--- config.mk ---
export PLATFORM = sky130hd
export DESIGN_NAME = hazard_scoreboard
export DESIGN_NICKNAME = d
export VERILOG_FILES = /design/src/rtl/hazard_scoreboard.sv
export SDC_FILE = /design/constraint.sdc
export NUM_CORES = 1
export LEC_CHECK = 0
export CORE_MARGIN = 1
export CORE_UTILIZATION = 53
export CTS_CLUSTER_DIAMETER = 40
export CTS_CLUSTER_SIZE = 30
export DETAILED_ROUTE_END_ITERATION = 8
export PLACE_DENSITY = 0.93
export SLEW_MARGIN = 0
export SYNTH_ARGS = -nofsm -noshare
export SYNTH_HDL_FRONTEND = slang
export SYNTH_SLANG_ARGS = --single-unit
--- constraint.sdc ---
create_clock -name clk -period 7.4 [get_ports clk]
set_input_delay 1.48 -clock clk [delete_from_list [all_inputs] [get_ports clk]]
set_output_delay 1.48 -clock clk [all_outputs]
set_load 0.02 [all_outputs]
--- src/rtl/hazard_scoreboard.sv ---
// ID-stage hazard detector with a per-register pending scoreboard for long-latency ops.
// Optional HAZ_PERF_CNT_EN adds saturating stall/flush cycle counters.
module hazard_scoreboard #(
  parameter int unsigned MAX_LONG_INFLIGHT = 2,
  parameter int unsigned PERF_CNT_W        = 32
) (
  input  logic        clk,
  input  logic        rst_n,
  input  logic        id_valid,
  input  logic [4:0]  id_rs1,
  input  logic [4:0]  id_rs2,
  input  logic        id_uses_rs1,
  input  logic        id_uses_rs2,
  input  logic [4:0]  id_rd,
  input  logic        id_reg_write,
  input  logic        id_is_long,
  input  logic        ex_mem_read,
  input  logic [4:0]  ex_rd,
  input  logic        ex_branch_taken,
  input  logic        long_wb_valid,
  input  logic [4:0]  long_wb_rd,
  output logic        stall_if,
  output logic        stall_id,
  output logic        flush_if_id,
  output logic        bubble_id_ex,
  output logic [31:0] pending_mask,
  output logic [2:0]  long_inflight,
  output logic        sb_err
`ifdef HAZ_PERF_CNT_EN
  ,
  output logic [PERF_CNT_W-1:0] perf_stall_cycles,
  output logic [PERF_CNT_W-1:0] perf_flush_cycles
`endif
);

  if (MAX_LONG_INFLIGHT < 1 || MAX_LONG_INFLIGHT > 7 || PERF_CNT_W < 1) begin : g_bad_param
    $error("hazard_scoreboard: parameter out of range");
  end

  logic        lu_haz, raw_haz, waw_haz, full_haz, haz;
  logic        issue, set_long, set_bit;
  logic [31:0] pending_d;
  logic [2:0]  inflight_d;

  always_comb begin
    lu_haz   = id_valid && ex_mem_read && (ex_rd != 5'd0) &&
               ((id_uses_rs1 && id_rs1 == ex_rd) || (id_uses_rs2 && id_rs2 == ex_rd));
    raw_haz  = id_valid && ((id_uses_rs1 && pending_mask[id_rs1]) ||
                            (id_uses_rs2 && pending_mask[id_rs2]));
    waw_haz  = id_valid && id_reg_write && (id_rd != 5'd0) && pending_mask[id_rd];
    full_haz = id_valid && id_is_long && (long_inflight == 3'(MAX_LONG_INFLIGHT));
    haz      = lu_haz | raw_haz | waw_haz | full_haz;
    issue    = id_valid && !haz && !ex_branch_taken;
    set_long = issue && id_is_long;
    set_bit  = set_long && id_reg_write && (id_rd != 5'd0);
  end

  // Branch flush outranks any stall: the wrong-path ID instruction is simply dropped.
  always_comb begin
    stall_if     = 1'b0;
    stall_id     = 1'b0;
    flush_if_id  = 1'b0;
    bubble_id_ex = 1'b0;
    if (ex_branch_taken) begin
      flush_if_id  = 1'b1;
      bubble_id_ex = 1'b1;
    end else if (haz) begin
      stall_if     = 1'b1;
      stall_id     = 1'b1;
      bubble_id_ex = 1'b1;
    end
  end

  // Clear before set so an issue and writeback to the same rd leaves the bit set.
  always_comb begin
    pending_d = pending_mask;
    if (long_wb_valid) pending_d[long_wb_rd] = 1'b0;
    if (set_bit)       pending_d[id_rd]      = 1'b1;
    pending_d[0] = 1'b0;

    inflight_d = long_inflight;
    if (set_long && !long_wb_valid)
      inflight_d = long_inflight + 3'd1;
    else if (!set_long && long_wb_valid && long_inflight != 3'd0)
      inflight_d = long_inflight - 3'd1;
  end

  // NOTE: state registers use non-blocking assignments so every flop samples
  // pre-edge values regardless of block ordering.
  always_ff @(posedge clk or negedge rst_n) begin
    if (!rst_n) begin
      pending_mask  <= '0;
      long_inflight <= '0;
      sb_err        <= 1'b0;
    end else begin
      pending_mask  <= pending_d;
      long_inflight <= inflight_d;
      if (long_wb_valid && long_inflight == 3'd0) sb_err <= 1'b1;
    end
  end

`ifdef HAZ_PERF_CNT_EN
  always_ff @(posedge clk or negedge rst_n) begin
    if (!rst_n) begin
      perf_stall_cycles <= '0;
      perf_flush_cycles <= '0;
    end else begin
      if (stall_id && perf_stall_cycles != '1)
        perf_stall_cycles <= perf_stall_cycles + 1'b1;
      if (flush_if_id && perf_flush_cycles != '1)
        perf_flush_cycles <= perf_flush_cycles + 1'b1;
    end
  end
`endif

endmodule
==> results.md, run 1 <==
- CTS Hold Bufs: 0
- CP Capture Point: stall_id
- RR Startpoint: pending_mask[4]$_DFF_PN0_
- Top FF cell, synth: dfrtp_1
- CTS max path bufs: 2
- Resized cells post-CTS: 0
- Final Slew Violations: 0
- Post CTS Setup Buffer Count: 0
- Unrepaired setup endpoints after global routing: no
- Vias in the first global route: 2788
- Reg clk slew, reported paths: 0.07 ns
- Largest stage delay, worst path: 1.09 ns
- Reg2reg setup slack: 4.05 ns
- Start point of the critical path: id_rd[1]
- Post-detail-place hpwl: 6450 µm
- Crit path depth: 10
- Worst setup EP type: primary output
- Synthesized area: 2760 µm²
- Critical Path AT: 4.71 ns
- ANT cells: 0
- Slew margin rel.: 36.6%
- I/O pin total: 75
- Synth warn: 0
- Drt first pass iters: 5
- Crit path kind: input port to primary output
- Final Instance Area: 3570 µm²
- FP Rows: 25
- Syn nets: 325
- Largest net degree at the start of global routing: 36
- PD cells: 180 nW/µm²
- Gp weighted congestion: 0.936
- GRT Resource Usage Total: 34.8%
- Crit path max fanout: 19
- Worst min path class: flop to flop
- Final core utilization: 73.1%
- CTS tree: done
- Setup TNS Final: 0 ns
- Synth Instances: 289
- Filler cells: 365
- Final period util: 83.7%
- Critical Path Start Type: input port
- Routed wire length: 9120 µm
- Ys async rst share: 100%
- Port Buffer Count: 73
- Placement Setup Slack: 1.30 ns
- VDD IR max: 96.3 µV
- Clk root buf: clkbuf_8
- Crit path buf inv count: 2
- Cell variety after synth: 53
- Initial DRC count: 306
- DRC: 0
- Final Hold Fails: 0
- Post-Route Skew: 0.00623 ns
- Full die area: 5500 µm²
- Outcome: completed
- Number of synthesized flops with an enable pin: 0
- Final #Nets: 382
- Core area: 4880 µm²
- Setup ws final: 1.21 ns
- Clock H-tree levels: 2
- Top delay family on crit path: buffers and inverters
- First-pass GRT wire length: 14200 µm
- Setup violators final: 0
- Share of cells above drive strength 1: 10.1%
- Final hold slack: 0.472 ns
- Slowest cell on crit path: clkdlybuf4s50_1
- Crit path cell chain: clkdlybuf4s50_1 > nand2b_1 > nor4b_1 > o21bai_1 > o2111ai_1 > a211oi_4 > nand2_1 > nand2_1 > nor2_1 > clkdlybuf4s50_1
- Die Span Y: 74.2 µm
- Routed WL per cell: 22.0 µm
- Critical path data required time: 5.92 ns
- Total CTS buffers: 5
- Max Fclk: 161 MHz
- Worst-Margin Slew: 0.948 ns
- Max Cap Viol: 0
- P_leak: 1.38 nW
- Sequential cell area fraction in the yosys report: 31.7%
- Mean Syn Cell Area: 9.56 µm²
- Antenna violations before repair: 0
- Skew-Pair Late Insertion Delay: 0.29 ns
- Tmin final: 6.19 ns
- Die Width: 74.2 µm
- Hold Crit Start: sb_err$_DFFE_PN0P_
- Seq cells post-synth: 35
- Initial core utilization: 56.6%
- Via count: 2866
- FF-to-FF End: long_inflight[1]$_DFFE_PN0P_
- Gr ovfl total: 0
- Clock Sinks: 35
- ANT nets after route: 0
- Area after DPL: 3450 µm²
- Layout area overhead: 29.1%
- Worst Reg-to-Reg Cells: 9
- Vias per cell: 6.92
[synthesized netlist by cell type, drive strengths merged, types with 2 or more instances]
| master | number | area (µm²) |
|---|---|---|
| a2bb2oi | 2 | 17.5 |
| a311oi | 2 | 17.5 |
| inv | 8 | 30.0 |
| dfrtp | 35 | 876 |
| mux4 | 10 | 225 |
| buf | 16 | 105 |
| nor2 | 13 | 48.8 |
| nor2b | 3 | 18.8 |
| o31ai | 16 | 120 |
| a221oi | 5 | 43.8 |
| nand3b | 9 | 67.6 |
| nand3 | 10 | 62.6 |
| nor4 | 2 | 12.5 |
| or3 | 4 | 25.0 |
| clkbuf | 8 | 30.0 |
| nor3 | 3 | 15.0 |
| xor2 | 10 | 87.6 |
| mux2 | 3 | 33.8 |
| nand2b | 6 | 37.5 |
| or3b | 4 | 35.0 |
| mux2i | 25 | 250 |
| nand4 | 2 | 12.5 |
| o21ai | 51 | 282 |
| o22ai | 6 | 37.5 |
| nand2 | 11 | 41.3 |
| a211oi | 3 | 35.0 |
| o211ai | 4 | 30.0 |
[cell families after synthesis]
| kind of cell | share of synthesized area, % |
|---|---|
| AOI/OAI and AO/OA | 24.4 |
| muxes | 18.4 |
| xor gates and xnor gates | 3.49 |
| and+or+nand+nor | 15.1 |
| adders and majority gates | 0.725 |
| DFF | 31.7 |
| other | 0.136 |
| buffers and inverters | 5.98 |
[layer usage]
metal | global-route usage [%] | vias up | routed length (µm) | share of wire [%]
met3 | 9.21 | 37 | 1010 | 11
met1 | 44.4 | 1353 | 3440 | 38
met5 | 0 | - | 0 | 0
met2 | 56.6 | 241 | 4410 | 48
met4 | 13.9 | 0 | 246 | 2.7
li1 | - | 1235 | - | -
[worst min path at each step]
stage | end | cells past startpoint | slack, ns
2_1_floorplan | sb_err$_DFFE_PN0P_ | 1 | 0.59
3_3_place_gp | sb_err$_DFFE_PN0P_ | 1 | 0.45
3_5_place_dp | sb_err$_DFFE_PN0P_ | 1 | 0.46
4_1_cts | sb_err$_DFFE_PN0P_ | 1 | 0.48
5_1_grt | sb_err$_DFFE_PN0P_ | 1 | 0.49
6_report | sb_err$_DFFE_PN0P_ | 1 | 0.47
[through the flow]
stage / instances / total power (W)
final: 414 / 0.000640
after global routing: 414 / 0.000667
after CTS: 414 / 0.000635
after detailed placement: 406 / 0.000457
after global placement: 406 / 0.000448
after floorplan: 289 / 0.000365
[area by class of cell]
type,instances,area [µm²],share of cell area [%]
clock buffers,6,82.6,2.32
clock inverters,2,35.0,0.982
inverters,8,30.0,0.842
multi-input cells,222,1720,48.2
flip-flops and latches,35,876,24.6
well taps,67,83.8,2.35
repair buffers,74,738,20.7
[power breakdown]
| part | switching (W) | internal [W] |
|---|---|---|
| Clock | 0.0000702 | 0.000109 |
| Combinational | 0.000111 | 0.000103 |
| Sequential | 0.0000384 | 0.000209 |
| Total | 0.000220 | 0.000421 |
[registers in the layout, summed over array words and instances (netlist names)]
name	cells
pending_mask	31
sb_err	1
long_inflight	3
[placed cells by master, fill, tap and decap left out, types with 7 or more instances in the layout]
cell,instances
inv_1,8
nand3_1,9
nand2_1,11
mux4_2,10
mux2i_1,25
nand3b_1,9
nor2_1,13
o21ai_0,42
xor2_1,10
clkdlybuf4s50_1,73
o21ai_2,7
dfrtp_1,35
o31ai_1,16
Note: power is estimated with default switching activity, not from simulation.
==> inputs of run 2 (changes only) <==
--- a/config.mk
+++ b/config.mk
@@ -6,11 +6,11 @@
 export NUM_CORES = 1
 export LEC_CHECK = 0
 export CORE_MARGIN = 1
-export CORE_UTILIZATION = 53
+export CORE_UTILIZATION = 49
 export CTS_CLUSTER_DIAMETER = 40
 export CTS_CLUSTER_SIZE = 30
 export DETAILED_ROUTE_END_ITERATION = 8
-export PLACE_DENSITY = 0.93
+export PLACE_DENSITY = 0.87
 export SLEW_MARGIN = 0
 export SYNTH_ARGS = -nofsm -noshare
 export SYNTH_HDL_FRONTEND = slang
==> constraint.sdc (replaced) <==
create_clock -name clk -period 5.8 [get_ports clk]
set_input_delay 1.16 -clock clk [delete_from_list [all_inputs] [get_ports clk]]
set_output_delay 1.16 -clock clk [all_outputs]
set_load 0.02 [all_outputs]
==> run 2 against run 1 <==
Wire length fell by 5.5%. Sequential power up 26%. First-iteration DRC count is 11% lower. Die area is 7.9% higher. Power is 18% higher. Register-to-register slack worse by 1.6 ns. Clock skew fell by 0.0011 ns. Utilization decreased by 5.9 points. Sequential share of layout area increased by 0.17 points. Non-clock buffer count up 1. Combinational power grew 28%. Final area fell by 0.70%.
==> results.md, run 2 (same netlist as run 1, synthesis figures left out) <==
- Outcome: completed
- Critical Path Start Type: input port
- Clock H-tree levels: 2 (unchanged)
- Reg2reg setup slack: 2.48 ns (-1.57 ns)
- Largest net degree at the start of global routing: 36 (unchanged)
- Post-detail-place hpwl: 6330 µm (-1.8%)
- Max reg flops: 31 (unchanged)
- Largest register by flop count: pending_mask
- Max Cap Viol: 0 (unchanged)
- Hold path cells: 1 (unchanged)
- Drt first pass iters: 5 (unchanged)
- Worst-Margin Slew: 0.572 ns (-0.377 ns)
- Reg clk slew, reported paths: 0.07 ns (about the same)
- Total CTS buffers: 5 (unchanged)
- CTS tree: done
- Critical Path AT: 4.09 ns (-0.62 ns)
- Initial DRC count: 273 (-11%)
- Gp weighted congestion: 0.974 (+4.0%)
- Post-Route Skew: 0.00512 ns (-0.00111 ns)
- Core area: 5270 µm² (+8.0%)
- Critical path data required time: 4.64 ns (-1.28 ns)
- ANT nets after route: 0 (unchanged)
- Die Width: 77.1 µm (+3.9%)
- Initial core utilization: 52.4% (-4.2 points)
- Final #Nets: 383 (+0.26%)
- Worst Reg-to-Reg Cells: 9 (unchanged)
- DRC: 0 (unchanged)
- Slowest cell on crit path: clkdlybuf4s50_1
- Setup TNS Final: 0 ns (unchanged)
- Routed wire length: 8620 µm (-5.5%)
- Routed WL per cell: 20.6 µm (-6.4%)
- Vias in the first global route: 2648 (-5.0%)
- FP Rows: 26 (+4.0%)
- Final period util: 90.5%
- Antenna violations before repair: 0 (unchanged)
- Setup ws final: 0.550 ns (-0.658 ns)
- I/O pin total: 75 (unchanged)
- GRT Resource Usage Total: 29.8% (-5.0 points)
- Post CTS Setup Buffer Count: 0 (unchanged)
- Gr ovfl total: 0 (unchanged)
- Slew margin rel.: 61.8% (+25 points)
- Commonest non-fill, non-tap cells in the layout: clkdlybuf4s50_1 (73), o21ai_0 (42), dfrtp_1 (35)
- Port Buffer Count: 73 (unchanged)
- Crit path max fanout: 10 (-9)
- Top delay family on crit path: buffers and inverters
- Share of cells above drive strength 1: 9.77% (-0.32 points)
- Full die area: 5940 µm² (+7.9%)
- Seq. cell area: 876 µm² (unchanged)
- Top flop regs: pending_mask (31), long_inflight (3), sb_err (1)
- Final Hold Fails: 0 (unchanged)
- Placement Setup Slack: 0.585 ns (-0.719 ns)
- CTS max path bufs: 2 (unchanged)
- Filler cells: 421 (+15%)
- Die Span Y: 77.1 µm (+3.9%)
- Multi-input gate area: 1720 µm² (unchanged)
- Skew-Pair Late Insertion Delay: 0.28 ns (about the same)
- Clock Sinks: 35 (unchanged)
- Max Fclk: 190 MHz
- ANT cells: 0 (unchanged)
- Clk root buf: clkbuf_8
- Hold EP: sb_err$_DFFE_PN0P_
- Worst min path class: flop to flop
- Crit path kind: input port to primary output
- Final Slew Violations: 0 (unchanged)
- Crit path cell chain: clkdlybuf4s50_1 > or3b_2 > o22ai_1 > nor3_1 > o2111ai_1 > a211oi_4 > nand2_1 > nand2_1 > nor2_1 > clkdlybuf4s50_1
- Hold Crit Start: sb_err$_DFFE_PN0P_
- Via count: 2746 (-4.2%)
- First-pass GRT wire length: 13800 µm (-2.5%)
- CTS Hold Bufs: 0 (unchanged)
- Unrepaired setup endpoints after global routing: no
- PD cells: 213 nW/µm² (+18%)
- RR Startpoint: pending_mask[6]$_DFF_PN0_
- VDD IR max: 135 µV (+40%)
- Worst setup EP type: primary output
- P_leak: 1.37 nW (-1.0%)
- Most common cell after layout, fill and taps aside: clkdlybuf4s50_1
- Crit path buf inv count: 2 (unchanged)
- Tmin final: 5.25 ns
- Largest stage delay, worst path: 0.63 ns (-0.46 ns)
- FF-to-FF End: long_inflight[1]$_DFFE_PN0P_
- Resized cells post-CTS: 0 (unchanged)
- Setup violators final: 0 (unchanged)
- Vias per cell: 6.57 (-5.1%)
- Layout area overhead: 28.2%
## run 2: cell count changes in the layout (fill, tap and decap cells not counted), sizes merged
cell    before  now
buf          1    2
bufinv       1    0
clkbuf       6    7
## run 2: through the flow
step	power [W]	instances	cell area [µm²]	utilization [%]	hold WS [ns]
2_1_floorplan	0.000466	289	2760	-	0.591
3_3_place_gp	0.000573	410	3460	65.6	0.460
3_5_place_dp	0.000584	410	3460	65.6	0.465
4_1_cts	0.000747	418	3540	67.2	0.479
5_1_grt	0.000786	418	3540	67.2	0.505
6_report	0.000753	418	3540	67.2	0.481
## run 2: worst max-delay path by stage
stage,slack (ns),cells past startpoint,startpoint,end
after floorplan,1.43,11,id_rd[4],stall_if
after global placement,0.69,9,id_rs1[0],bubble_id_ex
after detailed placement,0.59,9,id_rs1[0],bubble_id_ex
after CTS,0.58,9,id_rs2[0],bubble_id_ex
after global routing,0.36,9,id_rs2[0],stall_id
final,0.55,10,id_rd[4],stall_id
## run 2: power by group
part / internal [W] / switching [W] / leakage, nW / total (W)
registers: 0.000266 / 0.0000451 / 0.473 / 0.000311
clock network: 0.0000842 / 0.0000832 / 0.0422 / 0.000167
logic: 0.000132 / 0.000142 / 0.855 / 0.000274
## run 2: cell type report
type / count / share of cell area (%)
Multi-Input combinational cell: 222 / 48.6
Clock inverter: 1 / 0.141
Timing Repair Buffer: 75 / 21.1
Clock buffer: 7 / 2.16
Tap cell: 70 / 2.47
Sequential cell: 35 / 24.7
Inverter: 8 / 0.848
## run 2: routing by layer
layer,up-vias,part of all wire [%],GRT usage (%)
met5,-,0,0
met1,1335,41,40.6
met4,0,1.4,8.30
met2,171,49,49.4
li1,1229,-,-
met3,11,8.3,4.29
## run 2: worst reg2reg max path, cell delays in order, from the launching register on
cell and delay, ns:
dfrtp_1 0.44, mux4_2 0.48, o21ai_0 0.15, a2bb2oi_1 0.32, o32a_1 0.22, and4b_1 0.36, nand3_1 0.16, fa_1 0.51
mux2_2 0.29, a221o_1 0.29
==> inputs of run 3 (changes only) <==
--- a/config.mk
+++ b/config.mk
@@ -10,7 +10,9 @@
 export CTS_CLUSTER_DIAMETER = 40
 export CTS_CLUSTER_SIZE = 30
 export DETAILED_ROUTE_END_ITERATION = 8
+export HOLD_SLACK_MARGIN = 0.06
 export PLACE_DENSITY = 0.87
+export SKIP_CTS_REPAIR_TIMING = 1
 export SLEW_MARGIN = 0
 export SYNTH_ARGS = -nofsm -noshare
 export SYNTH_HDL_FRONTEND = slang
==> results of run 3 <==
The final DEF is identical to that of run 2; final timing and power are the same.
